File: config.mk
export PLATFORM = sky130hd
export DESIGN_NAME = ctrl_fetch_stage
export DESIGN_NICKNAME = d
export VERILOG_FILES = /design/src/rtl/ctrl_fetch_stage.sv
export SDC_FILE = /design/constraint.sdc
export NUM_CORES = 1
export LEC_CHECK = 0
export ABC_CLOCK_PERIOD_IN_PS = 1500
export CORE_ASPECT_RATIO = 1.2
export CORE_UTILIZATION = 32
export DETAILED_ROUTE_END_ITERATION = 7
export GPL_TIMING_DRIVEN = 0
export PLACE_DENSITY = 0.69
export SETUP_SLACK_MARGIN = 0.2
export SLEW_MARGIN = 20
export SYNTH_ARGS = -nofsm -noshare
export SYNTH_HDL_FRONTEND = slang
export SYNTH_SLANG_ARGS = --single-unit
File: constraint.sdc
create_clock -name clk -period 1.5 [get_ports clk]
set_input_delay 0.375 -clock clk [delete_from_list [all_inputs] [get_ports clk]]
set_output_delay 0.375 -clock clk [all_outputs]
set_load 0.02 [all_outputs]
File: src/rtl/ctrl_fetch_stage.sv
// Two-stage instruction fetch front end: F1 register plus ID register, with
// branch squash, a fill/run/flush FSM and saturating performance counters.
module ctrl_fetch_stage #(
    parameter int PROG_CTR_WID = 10,
    parameter int INSTR_WID    = 16,
    parameter int CNT_WID      = 16
) (
    input  logic                    clk,
    input  logic                    reset,
    input  logic [PROG_CTR_WID-1:0] prog_ctr,
    input  logic                    branch_taken_EX,
    input  logic [INSTR_WID-1:0]    imem_rdata,
    output logic [PROG_CTR_WID-1:0] imem_addr,
    output logic                    imem_en,
    output logic [INSTR_WID-1:0]    instr_ID,
    output logic [PROG_CTR_WID-1:0] pc_ID,
    output logic                    valid_ID,
    output logic [1:0]              fe_state,
    output logic [CNT_WID-1:0]      fetch_cnt,
    output logic [CNT_WID-1:0]      flush_cnt
);

    // state | meaning
    // FILL  | first cycle after reset, pipeline empty
    // RUN   | streaming, one instruction per cycle
    // FLUSH | two cycles of squashed fetches after a taken branch
    localparam logic [1:0] ST_FILL  = 2'd0;
    localparam logic [1:0] ST_RUN   = 2'd1;
    localparam logic [1:0] ST_FLUSH = 2'd2;

    logic [1:0]              state;
    logic [1:0]              state_nxt;
    logic [1:0]              flush_ctr;
    logic [1:0]              flush_ctr_nxt;
    logic [PROG_CTR_WID-1:0] pc_F1;
    logic                    valid_F1;

    assign imem_addr = prog_ctr;
    assign imem_en   = ~reset;

    always_ff @(posedge clk) begin
        if (reset) begin
            state     <= ST_FILL;
            flush_ctr <= 2'd0;
        end else begin
            state     <= state_nxt;
            flush_ctr <= flush_ctr_nxt;
        end
    end

    always_comb begin
        state_nxt     = state;
        flush_ctr_nxt = flush_ctr;
        case (state)
            ST_FILL, ST_RUN: begin
                if (branch_taken_EX) begin
                    state_nxt     = ST_FLUSH;
                    flush_ctr_nxt = 2'd2;
                end else begin
                    state_nxt = ST_RUN;
                end
            end
            ST_FLUSH: begin
                if (branch_taken_EX) begin
                    flush_ctr_nxt = 2'd2;
                end else if (flush_ctr <= 2'd1) begin
                    state_nxt     = ST_RUN;
                    flush_ctr_nxt = 2'd0;
                end else begin
                    flush_ctr_nxt = flush_ctr - 2'd1;
                end
            end
            default: begin
                state_nxt     = ST_FILL;
                flush_ctr_nxt = 2'd0;
            end
        endcase
    end

    always_comb begin
        fe_state = state;
    end

    // Validity alone carries the squash; pc/instr flow through unconditionally.
    always_ff @(posedge clk) begin
        if (reset) begin
            pc_F1    <= '0;
            valid_F1 <= 1'b0;
            pc_ID    <= '0;
            instr_ID <= '0;
            valid_ID <= 1'b0;
        end else begin
            pc_F1    <= prog_ctr;
            valid_F1 <= ~branch_taken_EX;
            pc_ID    <= pc_F1;
            instr_ID <= imem_rdata;
            valid_ID <= valid_F1 & ~branch_taken_EX;
        end
    end

    always_ff @(posedge clk) begin
        if (reset) begin
            fetch_cnt <= '0;
            flush_cnt <= '0;
        end else begin
            if (valid_ID && (fetch_cnt != {CNT_WID{1'b1}}))
                fetch_cnt <= fetch_cnt + CNT_WID'(1);
            if (branch_taken_EX && (flush_cnt != {CNT_WID{1'b1}}))
                flush_cnt <= flush_cnt + CNT_WID'(1);
        end
    end

endmodule

==> impl_metrics.json <==
{
  "grt_antenna_before_repair": 0,
  "drt-total-wl_um": 8680,
  "clockBufferDepth": 2,
  "cts_tree": "built",
  "dieArea_um2": 9480,
  "insertedDiodeCount": 0,
  "rsz0062_at_grt": "true",
  "yosys.area_share.adder_pct": 0.860,
  "ctsRootBufferMaster": "clkbuf_8",
  "yosysSeqAreaShare_pct": 50.9,
  "syn_inst": 304,
  "critPathMaxFanout": 4,
  "nFillCells": 785,
  "multi_input_area_um2": 1650,
  "required_ps": 1780,
  "total_power_uw": 3840,
  "drv_slew": 0,
  "drt_iter0_markers": 64,
  "muxShareOfSynthArea_pct": 4.04,
  "rows": 37,
  "wire_per_inst_um": 14.5,
  "via_per_inst": 4.96,
  "hold_ws_ps": 376,
  "holdCritPathClass": "primary input to flop",
  "gp_congestion": 0.808,
  "layout-drive-gt1-share_pct": 55.7,
  "netlist_area_um2": 2910,
  "r2r_cells": 4,
  "cts_max_level": 3,
  "fmax_ghz": 0.664,
  "r2r_slack_ps": -5,
  "clk_pin_slew_ps": 80,
  "synth_cell_types": 42,
  "synth_xor_area_share_pct": 0,
  "max-vdd-ir-drop_mv": 0.538,
  "skew_ps": 12.8,
  "fin_crit_ps": 1500,
  "setup_viol": 3,
  "min_path_cells": 2,
  "ant_nets": 0,
  "dpl_worst_slack_ps": -626,
  "die_x_um": 89.1,
  "vias": 2978,
  "p_leak_uw": 0.00225,
  "path_class": "flop to flop",
  "hold_end": "pc_F1[7]$_SDFF_PP0_",
  "numCtsBuffers": 9,
  "setup_slack_ps": -5.00,
  "synth-compound-area-share_pct": 11.7,
  "io_pins": 101,
  "syn_to_final_growth_pct": 75.5,
  "cts_num_sinks": 74,
  "track_usage_pct": 19.0,
  "arrival_ps": 1780,
  "post-route-drc-count": 0,
  "cap_viol_max_count": 0,
  "slew_headroom_pct": 73.1,
  "fin_tns_setup_ps": -9.37,
  "dieHeight_um": 106,
  "core_um2": 8700,
  "grt-ovfl-total": 0,
  "hold_viol": 0,
  "dp_hpwl_um": 5350,
  "fin_crit_sh_pct": 100,
  "power.density_nw_per_um2": 751,
  "synth_top_family_by_area": "simple AND/OR/NAND/NOR gates",
  "syn_area_per_cell_um2": 9.57,
  "start_kind": "flop",
  "violations": "negative setup slack",
  "grt_max_degree": 14,
  "io_buffers": 99,
  "dr.pass1.iters": 4,
  "worstHoldStart": "prog_ctr[7]",
  "insertion_delay_ps": 360,
  "grt_pass1_vias": 2897,
  "rr_endpoint": "fetch_cnt[15]$_SDFFE_PP0P_",
  "fin_nets": 509,
  "rr_startpoint": "fetch_cnt[6]$_SDFFE_PP0P_",
  "crit_path_end_kind": "flop",
  "status": "finished with violations",
  "seqCellArea_um2": 1600,
  "ys_ff_latch": 74,
  "start_util_pct": 33.4,
  "synthSimpleGateAreaFrac_pct": 27.5,
  "yosys_warnings": 0,
  "tightest_slew_ps": 401,
  "grt_pass1_wl_um": 13700,
  "synth_fp_nets": 335
}
[critical path: stages, from the launching register on]
cell and delay, ps:
dfxtp_4 380, nand4_4 120, or3_4 380, or4_1 410
a21oi_1 130
[synthesized netlist by cell type (all sizes together)]
cell type	n	area, um^2
o31ai	6	45.0
o21ai	10	50.1
nand3	10	55.1
o211a	1	10.0
a41o	1	10.0
nor3	8	40.0
or4	6	45.0
nand2b	1	6.26
a211oi	4	30.0
nand4	9	68.8
and2	3	18.8
a21oi	20	100
buf	15	100
inv	5	18.8
nor2	17	63.8
ha	2	25.0
dfxtp	74	1480
nand2	19	71.3
and3	6	38.8
o311ai	2	17.5
and3b	1	8.76
nor4	3	33.8
o311a	1	10.0
a31oi	3	18.8
a21boi	3	22.5
a311oi	1	8.76
and4	5	45.0
o41ai	2	17.5
mux2	6	67.6
nor2b	44	275
clkbuf	7	26.3
mux2i	5	50.1
or3	4	30.0
[metrics by stage]
stage,cells,area (um^2),utilization (%)
after floorplan,304,3180,-
after global placement,520,4320,49.6
after detailed placement,520,4320,49.6
after CTS,584,4860,55.8
after global routing,600,5110,58.7
final,600,5110,58.7
[kinds of logic (layout without fill, tap and decap cells)]
kind of cell             after synthesis  count (layout)
adder cells (fa/ha/maj)                2               2
flip-flops                            74              74
AO/OA/AOI/OAI                         54              54
AND/OR/NAND/NOR                      136             136
buffers and inverters                 27             206
multiplexers                          11              11
[where the power goes]
part           internal (uW)  leakage, uW  switching (uW)
logic                    206      0.00152             197
clock network            647    0.0000967             781
registers               1980     0.000632            27.4
total                   2830      0.00225            1010
[worst max-delay path by stage]
stage / startpoint / end / slack [ps] / depth (start not counted)
2_1_floorplan: fetch_cnt[1]$_SDFFE_PP0P_ / fetch_cnt[5]$_SDFFE_PP0P_ / -40 / 5
3_3_place_gp: reset / imem_en / -620 / 4
3_5_place_dp: reset / imem_en / -630 / 4
4_1_cts: flush_cnt[1]$_SDFFE_PP0P_ / flush_cnt[15]$_SDFFE_PP0P_ / -10 / 6
5_1_grt: flush_cnt[9]$_SDFFE_PP0P_ / flush_cnt[5]$_SDFFE_PP0P_ / -70 / 5
6_report: fetch_cnt[6]$_SDFFE_PP0P_ / fetch_cnt[15]$_SDFFE_PP0P_ / -5 / 4
[cells in the final DEF, fill, tap and decap left out, drive strengths merged, types with 2 or more instances in the layout]
cell and count:
nor4 3, nand2 19, dlygate4sd2 11, ha 2, dfxtp 74, or3 4
nor2b 44, o31ai 6, nand4 9, clkdlybuf4s50 16, clkinv 4, a21boi 3
a211oi 4, or4 6, nor2 17, a31oi 3, o21ai 10, and4 5
mux2 6, inv 7, mux2i 5, buf 152, clkbuf 16, and3 6
nand3 10, nor3 8, and2 3, o311ai 2, a21oi 20, o41ai 2
[registers in the layout (all words and copies together), names as in the netlist]
name       cells
fetch_cnt     16
flush_cnt     16
instr_ID      16
pc_F1         10
pc_ID         10
fe_state       2
flush_ctr      2
valid_F1       1
valid_ID       1
[per-layer routing]
metal  vias up  GRT usage [%]  wire length [um]
met2       111           33.9              4700
met3        29           2.87               358
li1       1428              -                 -
met1      1410           20.5              3310
met5         -              0                 0
met4         0           12.0               314
[area by class of cell]
cell class | count | share of cell area (%)
plain buffers | 22 | 3.36
clock buffers | 10 | 2.69
clock inverters | 6 | 0.759
inverters | 5 | 0.367
multi-input cells | 203 | 32.3
flip-flops and latches | 74 | 31.3
well taps | 117 | 2.87
repair buffers | 163 | 26.4
[repair_timing]
action | in CTS | in global routing
pin swaps | 36 | 15
buffers inserted | 48 | 16
hold buffers | 0 | 0
gates resized for setup | 397 | 43
endpoints found under the setup margin | 102 | 60
cloned | 0 | 0
No activity file was read; power rests on OpenSTA's default activity.
